File: src/rtl/fpu_mul_sched_if.sv
`default_nettype none
// ============================================================================
// fpu_mul_sched_if : request / response / multiplier bundle of fpu_mul_sched
// Rev 1.0
// ============================================================================
interface fpu_mul_sched_if #(
  parameter int TAG_W = 4
);
  logic             flush;
  logic             req0_valid;
  logic             req0_ready;
  logic [63:0]      req0_srca;
  logic [63:0]      req0_srcb;
  logic [TAG_W-1:0] req0_tag;
  logic             req1_valid;
  logic             req1_ready;
  logic [63:0]      req1_srca;
  logic [63:0]      req1_srcb;
  logic [TAG_W-1:0] req1_tag;
  logic             mul_enable;
  logic [63:0]      mul_srca;
  logic [63:0]      mul_srcb;
  logic [63:0]      mul_dst;
  logic             rsp0_valid;
  logic [63:0]      rsp0_data;
  logic [TAG_W-1:0] rsp0_tag;
  logic             rsp1_valid;
  logic [63:0]      rsp1_data;
  logic [TAG_W-1:0] rsp1_tag;
  logic             busy;

  modport slave (
    input  flush, req0_valid, req0_srca, req0_srcb, req0_tag,
           req1_valid, req1_srca, req1_srcb, req1_tag, mul_dst,
    output req0_ready, req1_ready, mul_enable, mul_srca, mul_srcb,
           rsp0_valid, rsp0_data, rsp0_tag, rsp1_valid, rsp1_data, rsp1_tag, busy
  );

  modport master (
    output flush, req0_valid, req0_srca, req0_srcb, req0_tag,
           req1_valid, req1_srca, req1_srcb, req1_tag, mul_dst,
    input  req0_ready, req1_ready, mul_enable, mul_srca, mul_srcb,
           rsp0_valid, rsp0_data, rsp0_tag, rsp1_valid, rsp1_data, rsp1_tag, busy
  );
endinterface
`default_nettype wire

File: src/rtl/fpu_mul_sched.sv
`default_nettype none
// ============================================================================
// fpu_mul_sched : round-robin share of one double multiplier between FMUL
//                 issue (port 0) and the FDIV/FSQRT sequencer (port 1).
// Rev 1.0
// ============================================================================
module fpu_mul_sched #(
  parameter int MUL_LAT = 1,
  parameter int TAG_W   = 4
) (
  input  wire logic      clk,
  input  wire logic      reset,
  fpu_mul_sched_if.slave bus
);
  localparam int DEPTH = MUL_LAT + 1;

  logic                        gnt0;
  logic                        gnt1;
  logic                        accept;
  logic                        last_gnt_q, last_gnt_d;
  logic                        mul_en_q, mul_en_d;
  logic [63:0]                 mul_a_q, mul_a_d;
  logic [63:0]                 mul_b_q, mul_b_d;
  logic [DEPTH-1:0]            pipe_vld_q, pipe_vld_d;
  logic [DEPTH-1:0]            pipe_port_q, pipe_port_d;
  logic [DEPTH-1:0][TAG_W-1:0] pipe_tag_q, pipe_tag_d;
  logic                        tail_vld;
  logic                        rsp0_vld_q, rsp0_vld_d;
  logic                        rsp1_vld_q, rsp1_vld_d;
  logic [63:0]                 rsp0_data_q, rsp0_data_d;
  logic [63:0]                 rsp1_data_q, rsp1_data_d;
  logic [TAG_W-1:0]            rsp0_tag_q, rsp0_tag_d;
  logic [TAG_W-1:0]            rsp1_tag_q, rsp1_tag_d;

  // Under contention port 0 wins unless it was the most recent grant.
  always_comb begin
    gnt0 = 1'b0;
    gnt1 = 1'b0;
    if (!bus.flush) begin
      if (bus.req0_valid && (!bus.req1_valid || last_gnt_q)) begin
        gnt0 = 1'b1;
      end else if (bus.req1_valid) begin
        gnt1 = 1'b1;
      end
    end
  end

  assign accept = gnt0 | gnt1;

  always_comb begin
    last_gnt_d = last_gnt_q;
    mul_en_d   = accept;
    mul_a_d    = mul_a_q;
    mul_b_d    = mul_b_q;
    if (gnt0) begin
      last_gnt_d = 1'b0;
      mul_a_d    = bus.req0_srca;
      mul_b_d    = bus.req0_srcb;
    end else if (gnt1) begin
      last_gnt_d = 1'b1;
      mul_a_d    = bus.req1_srca;
      mul_b_d    = bus.req1_srcb;
    end
  end

  // Tag pipeline tracks the multiplier; flush kills every stage at once.
  always_comb begin
    pipe_vld_d  = (pipe_vld_q << 1) & {DEPTH{~bus.flush}};
    pipe_port_d = pipe_port_q << 1;
    pipe_tag_d  = pipe_tag_q << TAG_W;
    pipe_vld_d[0]  = accept;
    pipe_port_d[0] = gnt1;
    pipe_tag_d[0]  = gnt1 ? bus.req1_tag : bus.req0_tag;
  end

  always_comb begin
    tail_vld    = pipe_vld_q[DEPTH-1] & ~bus.flush;
    rsp0_vld_d  = tail_vld & ~pipe_port_q[DEPTH-1];
    rsp1_vld_d  = tail_vld & pipe_port_q[DEPTH-1];
    rsp0_data_d = rsp0_vld_d ? bus.mul_dst : rsp0_data_q;
    rsp1_data_d = rsp1_vld_d ? bus.mul_dst : rsp1_data_q;
    rsp0_tag_d  = rsp0_vld_d ? pipe_tag_q[DEPTH-1] : rsp0_tag_q;
    rsp1_tag_d  = rsp1_vld_d ? pipe_tag_q[DEPTH-1] : rsp1_tag_q;
  end

  always_ff @(posedge clk or posedge reset) begin
    if (reset) begin
      last_gnt_q  <= 1'b1;
      mul_en_q    <= 1'b0;
      mul_a_q     <= '0;
      mul_b_q     <= '0;
      pipe_vld_q  <= '0;
      pipe_port_q <= '0;
      pipe_tag_q  <= '0;
      rsp0_vld_q  <= 1'b0;
      rsp1_vld_q  <= 1'b0;
      rsp0_data_q <= '0;
      rsp1_data_q <= '0;
      rsp0_tag_q  <= '0;
      rsp1_tag_q  <= '0;
    end else begin
      last_gnt_q  <= last_gnt_d;
      mul_en_q    <= mul_en_d;
      mul_a_q     <= mul_a_d;
      mul_b_q     <= mul_b_d;
      pipe_vld_q  <= pipe_vld_d;
      pipe_port_q <= pipe_port_d;
      pipe_tag_q  <= pipe_tag_d;
      rsp0_vld_q  <= rsp0_vld_d;
      rsp1_vld_q  <= rsp1_vld_d;
      rsp0_data_q <= rsp0_data_d;
      rsp1_data_q <= rsp1_data_d;
      rsp0_tag_q  <= rsp0_tag_d;
      rsp1_tag_q  <= rsp1_tag_d;
    end
  end

  assign bus.req0_ready = gnt0;
  assign bus.req1_ready = gnt1;
  assign bus.mul_enable = mul_en_q;
  assign bus.mul_srca   = mul_a_q;
  assign bus.mul_srcb   = mul_b_q;
  assign bus.rsp0_valid = rsp0_vld_q;
  assign bus.rsp0_data  = rsp0_data_q;
  assign bus.rsp0_tag   = rsp0_tag_q;
  assign bus.rsp1_valid = rsp1_vld_q;
  assign bus.rsp1_data  = rsp1_data_q;
  assign bus.rsp1_tag   = rsp1_tag_q;
  assign bus.busy       = (|pipe_vld_q) | rsp0_vld_q | rsp1_vld_q;
endmodule
`default_nettype wire

File: src/flat_wrapper.sv
// flat-port wrapper written by rule: the top's interface ports become plain ports
module fpu_mul_sched_flat 
#(
  parameter int MUL_LAT = 1,
  parameter int TAG_W   = 4
)
  (clk, reset, bus_flush, bus_req0_valid, bus_req0_srca, bus_req0_srcb, bus_req0_tag, bus_req1_valid, bus_req1_srca, bus_req1_srcb, bus_req1_tag, bus_mul_dst, bus_req0_ready, bus_req1_ready, bus_mul_enable, bus_mul_srca, bus_mul_srcb, bus_rsp0_valid, bus_rsp0_data, bus_rsp0_tag, bus_rsp1_valid, bus_rsp1_data, bus_rsp1_tag, bus_busy);
  fpu_mul_sched_if #(.TAG_W(TAG_W)) bus_i ();
  input  wire logic clk;
  input  wire logic reset;
  input wire logic [$bits(bus_i.flush)-1:0] bus_flush;
  input wire logic [$bits(bus_i.req0_valid)-1:0] bus_req0_valid;
  input wire logic [$bits(bus_i.req0_srca)-1:0] bus_req0_srca;
  input wire logic [$bits(bus_i.req0_srcb)-1:0] bus_req0_srcb;
  input wire logic [$bits(bus_i.req0_tag)-1:0] bus_req0_tag;
  input wire logic [$bits(bus_i.req1_valid)-1:0] bus_req1_valid;
  input wire logic [$bits(bus_i.req1_srca)-1:0] bus_req1_srca;
  input wire logic [$bits(bus_i.req1_srcb)-1:0] bus_req1_srcb;
  input wire logic [$bits(bus_i.req1_tag)-1:0] bus_req1_tag;
  input wire logic [$bits(bus_i.mul_dst)-1:0] bus_mul_dst;
  output wire logic [$bits(bus_i.req0_ready)-1:0] bus_req0_ready;
  output wire logic [$bits(bus_i.req1_ready)-1:0] bus_req1_ready;
  output wire logic [$bits(bus_i.mul_enable)-1:0] bus_mul_enable;
  output wire logic [$bits(bus_i.mul_srca)-1:0] bus_mul_srca;
  output wire logic [$bits(bus_i.mul_srcb)-1:0] bus_mul_srcb;
  output wire logic [$bits(bus_i.rsp0_valid)-1:0] bus_rsp0_valid;
  output wire logic [$bits(bus_i.rsp0_data)-1:0] bus_rsp0_data;
  output wire logic [$bits(bus_i.rsp0_tag)-1:0] bus_rsp0_tag;
  output wire logic [$bits(bus_i.rsp1_valid)-1:0] bus_rsp1_valid;
  output wire logic [$bits(bus_i.rsp1_data)-1:0] bus_rsp1_data;
  output wire logic [$bits(bus_i.rsp1_tag)-1:0] bus_rsp1_tag;
  output wire logic [$bits(bus_i.busy)-1:0] bus_busy;
  assign bus_i.flush = bus_flush;
  assign bus_i.req0_valid = bus_req0_valid;
  assign bus_i.req0_srca = bus_req0_srca;
  assign bus_i.req0_srcb = bus_req0_srcb;
  assign bus_i.req0_tag = bus_req0_tag;
  assign bus_i.req1_valid = bus_req1_valid;
  assign bus_i.req1_srca = bus_req1_srca;
  assign bus_i.req1_srcb = bus_req1_srcb;
  assign bus_i.req1_tag = bus_req1_tag;
  assign bus_i.mul_dst = bus_mul_dst;
  assign bus_req0_ready = bus_i.req0_ready;
  assign bus_req1_ready = bus_i.req1_ready;
  assign bus_mul_enable = bus_i.mul_enable;
  assign bus_mul_srca = bus_i.mul_srca;
  assign bus_mul_srcb = bus_i.mul_srcb;
  assign bus_rsp0_valid = bus_i.rsp0_valid;
  assign bus_rsp0_data = bus_i.rsp0_data;
  assign bus_rsp0_tag = bus_i.rsp0_tag;
  assign bus_rsp1_valid = bus_i.rsp1_valid;
  assign bus_rsp1_data = bus_i.rsp1_data;
  assign bus_rsp1_tag = bus_i.rsp1_tag;
  assign bus_busy = bus_i.busy;
  fpu_mul_sched #(.MUL_LAT(MUL_LAT), .TAG_W(TAG_W)) u_core (.clk(clk), .reset(reset), .bus(bus_i));
endmodule
File: config.mk
export PLATFORM = sky130hd
export DESIGN_NAME = fpu_mul_sched_flat
export DESIGN_NICKNAME = d
export VERILOG_FILES = /design/src/rtl/fpu_mul_sched_if.sv /design/src/rtl/fpu_mul_sched.sv /design/src/flat_wrapper.sv
export SDC_FILE = /design/constraint.sdc
export NUM_CORES = 1
export LEC_CHECK = 0
export BUFFER_PORTS_ARGS = -buffer_cell sky130_fd_sc_hd__buf_2
export CAP_MARGIN = 20
export CORE_AREA = 2 2 236 238
export DETAILED_ROUTE_END_ITERATION = 8
export DIE_AREA = 0 0 238 240
export HOLD_SLACK_MARGIN = 0.08
export PLACE_DENSITY_LB_ADDON = 0.3
export SKIP_CTS_REPAIR_TIMING = 1
export SLEW_MARGIN = 20
export SYNTH_ARGS = -nofsm -noshare
export SYNTH_HDL_FRONTEND = slang
export SYNTH_SLANG_ARGS = --single-unit
File: constraint.sdc
create_clock -name clk -period 10.3 [get_ports clk]
set_clock_uncertainty 0.1 [all_clocks]
set_input_delay 1.03 -clock clk [delete_from_list [all_inputs] [get_ports clk]]
set_output_delay 1.03 -clock clk [all_outputs]
set_load 0.02 [all_outputs]
==> run summary, run 1 <==
Status: completed
P_leak: 0.00898 µW
Rel. slew slack: 24.5%
Yosys reg bits: 279
Setup crit end kind: register
Total CTS buffers: 34
Nets@finish: 1669
Dpl hpwl: 27.0 mm
Synth warn: 0
Share of layout cells above drive strength 1: 78.1%
RSZ-0062 raised after global routing: false
Cell taking the most area after synthesis: dfrtp_1
Total track usage: 12.3%
WHS: 248 ps
Worst path required time: 10600 ps
Number of routed nets with antenna violations: 0
Pwr dens: 218 nW/µm²
Clk slew on worst S/H paths: 60 ps
Sequential fraction of the synthesis area: 55.9%
Seq. cell area: 6980 µm²
TritonCTS clock tree: done
Hold Violations, Final: 0
Sink Count: 279
Max Cap Viol: 0
Hold WC Path Type: reg2reg
Crit path from: bus_flush
Initial DRC Count: 256
Max-slew violations: 0
Multi-input gate area: 5200 µm²
Syn avg cell area: 17.0 µm²
Synth cell types: 19
Period utilization: 34.9%
Main synth FF type: dfrtp_1
Num rows: 86
Synth top area share: 55.7%
Die H: 240 µm
Clock period minus worst slack: 3600 ps
Drc violations: 0
Critical path endpoint: u_core.bus.mul_srca[34]$_DFFE_PP0P_
Worst r2r path cells: 6
Setup TNS: 0 ps
Starting Density: 22.8%
Final setup vio count: 0
EDFF count, synth: 0
Die X: 238 µm
Startpoint Class: primary input
Core area: 54700 µm²
Synth area leaders: dfrtp_1 (56%), mux2_4 (21%), mux2_2 (20%)
Worst-Margin Slew: 1130 ps
Remaining global-route overflow: 0
FF-to-FF End: u_core.bus.mul_srca[34]$_DFFE_PP0P_
H-tree depth: 2
Io pins: 603
Flop2flop setup slack: 6900 ps
Global placement routability congestion: 0.785
First-pass GRT wire length: 54.5 mm
Pin count of the biggest net entering global routing: 168
Post-Synthesis Cells: 733
Clock root buffer: clkbuf_16
DRT Pass-1 Iters: 4
Final WL: 36.9 mm
Most frequent cell after synthesis: dfrtp_1
Initial antenna violation count: 4
Mapped Area: 12500 µm²
Area grow syn2layout: 38.6%
Asr flop ratio synth: 100%
Drt via density: 4.06
R2r startpoint: u_core.last_gnt_q$_DFFE_PP1P_
Fillers: 5568
Die area: 57100 µm²
# port buffers: 602
Post-synth top cells: dfrtp_1 (278), mux2_2 (222), mux2_4 (174)
Worst Path Max Fanout: 54
Clk buf depth: 3
Mapped Nets: 1066
Avg WL per Cell: 17.9 µm
Total number of vias: 8378
Critical path data arrival time: 3900 ps
CP Class: in2reg
Number of global-route vias before repair: 9048
Clock latency on the worst-skew pair: 510 ps
IR Drop Worst-Case VDD: 0.116 mV
Fmax: 278 MHz
[layer usage]
layer	wire (µm)	share of wire (%)	global-route usage, %
met1	14400	39	14.5
met2	18800	51	21.2
met3	2750	7.5	3.80
met4	929	2.5	4.32
met5	34	0.092	0
[state kept, by name, summed over array words and instances, names as in the netlist]
register / cells
u_core.bus.rsp0_tag: 4
u_core.bus.mul_srcb: 64
u_core.pipe_tag_q: 4
u_core.bus.rsp1_data: 64
u_core.bus.mul_srca: 64
u_core.bus.rsp1_tag: 4
u_core.bus.rsp1_valid: 1
u_core.pipe_vld_q: 2
u_core.bus.rsp0_valid: 1
u_core.last_gnt_q: 1
u_core.bus.rsp0_data: 64
u_core.pipe_port_q: 2
u_core.pipe_tag_d: 4
[report_power, final]
group,switching [µW],internal [µW]
clock network,465,750
registers,121,1330
logic,583,520
total,1170,2600
[cell families (layout without fill, tap and decap cells)]
kind of cell / count (synthesis) / count (layout) / synth area share, %
DFF: 279 / 279 / 55.9
and+or+nand+nor: 8 / 8 / 0.521
buffers and inverters: 48 / 672 / 2.46
muxes: 396 / 396 / 40.9
AOI/OAI and AO/OA: 2 / 2 / 0.160
other: 0 / 3 / 0
[worst max-delay path, cell delays in order]
cell,delay (ps)
buf_2,150
nand3b_1,130
buf_4,630
buf_4,630
buf_4,790
mux2_4,350
[layout by cell type (no fill, tap or decap), types with 2 or more instances in the layout]
| master | Yosys | routed |
|---|---|---|
| inv_1 | 5 | 4 |
| buf_4 | 2 | 6 |
| nand3b_1 | 2 | 2 |
| dfrtp_1 | 278 | 278 |
| mux2_4 | 174 | 174 |
| clkinv_2 | 0 | 5 |
| clkbuf_1 | 0 | 8 |
| bufinv_16 | 0 | 4 |
| diode_2 | 0 | 3 |
| buf_12 | 0 | 2 |
| clkbuf_8 | 0 | 4 |
| clkbuf_16 | 0 | 35 |
| mux2_2 | 222 | 222 |
| buf_2 | 27 | 602 |
[cell type report]
type / count / area share (%)
Sequential cell: 279 / 40.3
Multi-Input combinational cell: 406 / 30.1
Timing Repair Buffer: 610 / 17.9
Clock buffer: 47 / 5.55
Tap cell: 704 / 5.09
Clock inverter: 10 / 0.889
Inverter: 5 / 0.152
Antenna cell: 3 / 0.0434
[worst min-delay path by stage]
| stage | slack (ps) | depth (start not counted) | to | from |
|---|---|---|---|---|
| floorplan | 230 | 0 | u_core.pipe_port_q[1]$_DFF_PP0_ | u_core.pipe_port_q[0]$_DFF_PP0_ |
| global placement | 230 | 0 | u_core.pipe_port_q[1]$_DFF_PP0_ | u_core.pipe_port_q[0]$_DFF_PP0_ |
| detailed placement | 240 | 0 | u_core.pipe_tag_q[7]$_DFF_PP0_ | u_core.pipe_tag_d[7]$_DFF_PP0_ |
| CTS | 250 | 0 | u_core.pipe_tag_q[7]$_DFF_PP0_ | u_core.pipe_tag_d[7]$_DFF_PP0_ |
| global route | 250 | 0 | u_core.pipe_port_q[1]$_DFF_PP0_ | u_core.pipe_port_q[0]$_DFF_PP0_ |
| finish | 250 | 0 | u_core.pipe_tag_q[7]$_DFF_PP0_ | u_core.pipe_tag_d[7]$_DFF_PP0_ |
[metrics by stage]
stage / area (µm²) / setup WS (ps) / util [%] / cells / power [µW]
finish: 17300 / 6700 / 31.7 / 2064 / 3770
CTS: 17300 / 6730 / 31.7 / 2061 / 3840
global route: 17300 / 6560 / 31.7 / 2062 / 3960
floorplan: 12500 / 1480 / - / 733 / 2170
global placement: 16200 / 6180 / 29.6 / 2004 / 2570
detailed placement: 16200 / 6170 / 29.6 / 2004 / 2590
No activity file was read; power rests on OpenSTA's default activity.
==> run 2, diff against run 1 <==
- ABC_AREA: unset -> 1
- CORE_AREA: 2 2 236 238 -> 2 2 234 236
- DIE_AREA: 0 0 238 240 -> 0 0 236 238
- clock period: 10.3 -> 3.1 ns (I/O delays scaled with it)
==> run summary, run 2 <==
Crit-path slowest cell: dlygate4sd3_1
Synth area leaders: dfrtp_1 (52%), nand2_1 (15%), inv_1 (11%)
Grt met2 use: 28.7%
Synth warn: 0
Main synth FF type: dfrtp_1
Placed insts: 2992
Cell taking the most area after synthesis: dfrtp_1
Clock latency on the worst-skew pair: 540 ps
Setup crit end kind: register
Busiest grt layer: met2
WHS: 196 ps
Post-Synthesis Cells: 1793
Avg WL per Cell: 15.5 µm
Setup TNS: 0 ps
Worst-Margin Slew: 830 ps
Post-synth top cells: nand2_1 (536), inv_1 (397), dfrtp_1 (278)
Rel. slew slack: 44.7%
Num rows: 85
Starting Density: 25.2%
Period utilization: 96.1%
Mapped Nets: 2126
CP bufs+invs: 4
Syn avg cell area: 7.51 µm²
Area grow syn2layout: 60.3%
Total CTS buffers: 35
Worst Path Max Fanout: 114
Crit path from: u_core.last_gnt_q$_DFFE_PP1P_
Dpl hpwl: 34.6 mm
Io pins: 603
Hold WC Path Type: in2async
Startpoint Class: register
Critical path data arrival time: 3360 ps
H-tree depth: 2
Sequential fraction of the synthesis area: 51.8%
Most common cell after layout, fill and taps aside: buf_2
Synth top area share: 51.6%
Remaining global-route overflow: 0
EDFF count, synth: 0
Nets@finish: 2998
Number of routed nets with antenna violations: 0
Drt via density: 4.37
Die area: 56200 µm²
Critical path cell sequence: inv_1 > nand2_4 > buf_12 > nand4_1 > dlygate4sd3_1 > a21oi_1 > dlygate4sd3_1
Global placement routability congestion: 0.837
Crit path max-delay family: buffers and inverters
Mapped Area: 13500 µm²
Fillers: 5428
Final setup vio count: 0
Total number of vias: 14800
Initial DRC Count: 860
TritonCTS clock tree: done
Clk buf depth: 3
First-pass GRT wire length: 75.8 mm
Initial antenna violation count: 11
Asr flop ratio synth: 100%
Die H: 238 µm
Pin count of the biggest net entering global routing: 123
Commonest non-fill, non-tap cells in the layout: buf_2 (601), nand2_1 (535), inv_1 (396)
Critical Path Max Stage Delay: 590 ps
Synth cell types: 15
Worst path required time: 3480 ps
P_leak: 0.0126 µW
IR Drop Worst-Case VDD: 0.326 mV
Fmax: 336 MHz
# port buffers: 602
Yosys reg bits: 279
Core area: 53500 µm²
CP Class: reg2reg
Clk slew on worst S/H paths: 60 ps
Total track usage: 17.0%
Drc violations: 0
Met1 global-route usage: 20.6%
Status: completed
Final WL: 52.6 mm
DRT Pass-1 Iters: 6
Final Util: 40.4%
Sink Count: 279
RSZ-0062 raised after global routing: false
Layout Cells excl Fill: 3392
Clock period minus worst slack: 2980 ps
Number of global-route vias before repair: 13100
Most frequent cell after synthesis: nand2_1
Max Cap Viol: 0
Share of layout cells above drive strength 1: 27.8%
Max-slew violations: 0
Die X: 236 µm
Hold Violations, Final: 0
Multi-input gate area: 4240 µm²
Clock root buffer: clkbuf_16
M3 GR Usage: 6.07%
R2r startpoint: u_core.last_gnt_q$_DFFE_PP1P_
Most used cell, CP: dlygate4sd3_1
Pwr dens: 576 nW/µm²
Seq. cell area: 6980 µm²
-- run 2: logic make-up after synthesis --
logic type,synth area share (%)
compound gates,9.88
buf+inv,17.2
flops,51.8
simple gates,21.1
-- run 2: area by class of cell --
class                   instances  share of cell area, %
flip-flops and latches        279                   32.3
repair buffers                949                   30.5
multi-input cells             937                   19.6
inverters                     463                   8.08
clock buffers                  49                   4.82
well taps                     696                   4.03
clock inverters                13                  0.562
diodes                          6                 0.0695
-- run 2: report_power, final --
group	total (µW)	internal, µW	switching [µW]	leakage (µW)
clock	4140	2440	1700	0.000577
combinational	3670	1490	2180	0.00868
sequential	4620	4270	350	0.00340
-- run 2: worst register-to-register path, delay by kind of cell (launching register included) --
| kind | cells | cell delay, ps |
|---|---|---|
| buffers and inverters | 4 | 1660 |
| and+or+nand+nor | 2 | 520 |
| DFF | 1 | 510 |
| AOI/OAI and AO/OA | 1 | 140 |
-- run 2: routing by layer --
layer  part of all wire [%]  wire (µm)
met2                     50      26000
met5                   0.10         55
met3                    8.0       4210
met1                     40      20900
met4                    2.5       1330
-- run 2: final timing paths --
kind,slack (ps),to,cells after the start
max,120,u_core.bus.mul_srcb[36]$_DFFE_PP0P_,7
min,200,u_core.bus.mul_srcb[30]$_DFFE_PP0P_,3
max reg2reg,120,u_core.bus.mul_srcb[36]$_DFFE_PP0P_,7
min reg2reg,250,u_core.pipe_tag_q[4]$_DFF_PP0_,0
max in group asynchronous,1700,u_core.bus.mul_srca[54]$_DFFE_PP0P_,4
min in group clk,250,u_core.pipe_tag_q[4]$_DFF_PP0_,0
-- run 2: metrics by stage --
stage,area [µm²],total power (µW),setup slack (ps)
detailed placement,17100,7760,1020
CTS,18300,12000,563
global placement,17100,7710,1070
global route,21600,13100,0.693
finish,21600,12400,120
floorplan,13500,6450,-1000
==> run 3, diff against run 2 <==
- RECOVER_POWER: unset -> 25
==> run summary, run 3 (synthesis gave the netlist of run 2 again) <==
Status: finished with violations
Failing checks: capacitance limit, slew limit
Initial DRC Count: 866
Global placement routability congestion: 0.837
Pre-CTS WS: 1020 ps
Final WL: 52.6 mm
Commonest non-fill, non-tap cells in the layout: buf_2 (601), nand2_1 (535), inv_1 (396)
Fmax: 335 MHz
FF-to-FF End: u_core.bus.mul_srcb[36]$_DFFE_PP0P_
Fillers: 5431
Total CTS buffers: 35
CP Class: reg2reg
Flop2flop setup slack: 120 ps
Critical path data arrival time: 3350 ps
Critical path cell sequence: inv_1 > nand2_4 > buf_12 > nand4_1 > dlygate4sd3_1 > a21oi_1 > dlygate4sd3_1
Hold Violations, Final: 0
Clock period minus worst slack: 2980 ps
Pwr dens: 576 nW/µm²
Switch Pwr: 4220 µW
Max-slew violations: 105
Number of global-route vias before repair: 13100
Final Util: 40.3%
Startpoint Class: register
Area grow syn2layout: 60.0%
IR Drop Worst-Case VDD: 0.325 mV
H-tree depth: 2
Pin count of the biggest net entering global routing: 123
Worst setup margin: 117 ps
Clk slew on worst S/H paths: 60 ps
Setup TNS: 0 ps
Die area: 56200 µm²
Period utilization: 96.2%
First-pass GRT wire length: 75.8 mm
Worst path required time: 3470 ps
R2r startpoint: u_core.last_gnt_q$_DFFE_PP1P_
DRT Pass-1 Iters: 5
Core area: 53500 µm²
Crit-path slowest cell: dlygate4sd3_1
Worst-Margin Slew: 1610 ps
Die H: 238 µm
Dpl hpwl: 34.6 mm
Share of layout cells above drive strength 1: 27.8%
Die X: 236 µm
Avg WL per Cell: 15.5 µm
Starting Density: 25.2%
# port buffers: 602
Worst Path Max Fanout: 114
Nets@finish: 2998
RSZ-0062 raised after global routing: false
Most used cell, CP: dlygate4sd3_1
Rel. slew slack: -7.60%
Total number of vias: 14800
Setup crit end kind: register
Clock power share: 33.3%
Multi-input gate area: 4240 µm²
Max Cap Viol: 1
Io pins: 603
Initial antenna violation count: 11
Drc violations: 0
Clock latency on the worst-skew pair: 530 ps
Worst r2r path cells: 7
Total track usage: 17.0%
Remaining global-route overflow: 0
P_leak: 0.0126 µW
Number of routed nets with antenna violations: 0
Sink Count: 279
Final setup vio count: 0
TritonCTS clock tree: done
Num rows: 85
Reg power frac: 37.2%
Most common cell after layout, fill and taps aside: buf_2
Internal power: 8190 µW
Critical Path Max Stage Delay: 590 ps
Seq. cell area: 6980 µm²
Clk buf depth: 3
Clock root buffer: clkbuf_16
Hold WC Path Type: in2async
Drt via density: 4.37
Combinational Power Share: 29.5%
Sw Share: 34.0%
run 3: changes by cell type in the layout (fill, tap and decap cells not counted):
cell | before | now
clkinvlp_2 | 0 | 1
buf_12 | 10 | 8
clkbuf_4 | 0 | 2
buf_4 | 6 | 4
clkbuf_2 | 0 | 1
clkbuf_1 | 4 | 5
clkinvlp_4 | 2 | 1
run 3: area by class of cell:
class                           count  share of cell area (%)
Timing Repair Buffer              949                    30.4
Clock inverter                     13                   0.563
Sequential cell                   279                    32.4
Clock buffer                       49                    4.82
Inverter                          463                    8.08
Tap cell                          696                    4.04
Multi-Input combinational cell    937                    19.7
Antenna cell                        6                  0.0697
run 3: worst max-delay path by stage:
stage | end | cells after the start | start
final | u_core.bus.mul_srcb[36]$_DFFE_PP0P_ | 7 | u_core.last_gnt_q$_DFFE_PP1P_
after global routing | u_core.bus.mul_srcb[36]$_DFFE_PP0P_ | 7 | u_core.last_gnt_q$_DFFE_PP1P_
after CTS | bus_req1_ready | 6 | u_core.last_gnt_q$_DFFE_PP1P_
after detailed placement | u_core.bus.rsp0_data[51]$_DFFE_PP0P_ | 5 | bus_flush
after global placement | u_core.bus.rsp0_data[51]$_DFFE_PP0P_ | 6 | bus_flush
after floorplan | u_core.bus.mul_srca[0]$_DFFE_PP0P_ | 1 | reset
run 3: per-layer routing:
metal  vias up  global-route usage [%]  wire length (µm)
li1       7139                       -                 -
met1      6989                    20.6             20800
met2       587                    28.7             26100
met3        91                    6.07              4380
met4         8                    4.63              1250
met5         -                       0                55
run 3: worst max-delay path: cells and delay by family (launching register included):
family,cells,cell delay (ps)
flip-flops,1,510
AO/OA/AOI/OAI,1,140
buffers and inverters,4,1640
AND/OR/NAND/NOR,2,360
run 3: power by group through the flow:
stage / logic [µW] / clock network, µW / registers, µW
after floorplan: 1040 / 0 / 5420
after global placement: 3060 / 0 / 4650
after detailed placement: 3090 / 0 / 4670
after CTS: 3100 / 4280 / 4620
after global routing: 3990 / 4450 / 4690
final: 3660 / 4130 / 4620
run 3: per-stage QoR:
step / cells / instance area, µm² / total power, µW / hold slack, ps
floorplan: 1793 / 13500 / 6450 / 231
global placement: 2992 / 17100 / 7710 / 216
detailed placement: 2992 / 17100 / 7760 / 219
CTS: 3054 / 18300 / 12000 / -367
global route: 3390 / 21500 / 13100 / 254
finish: 3392 / 21600 / 12400 / 250
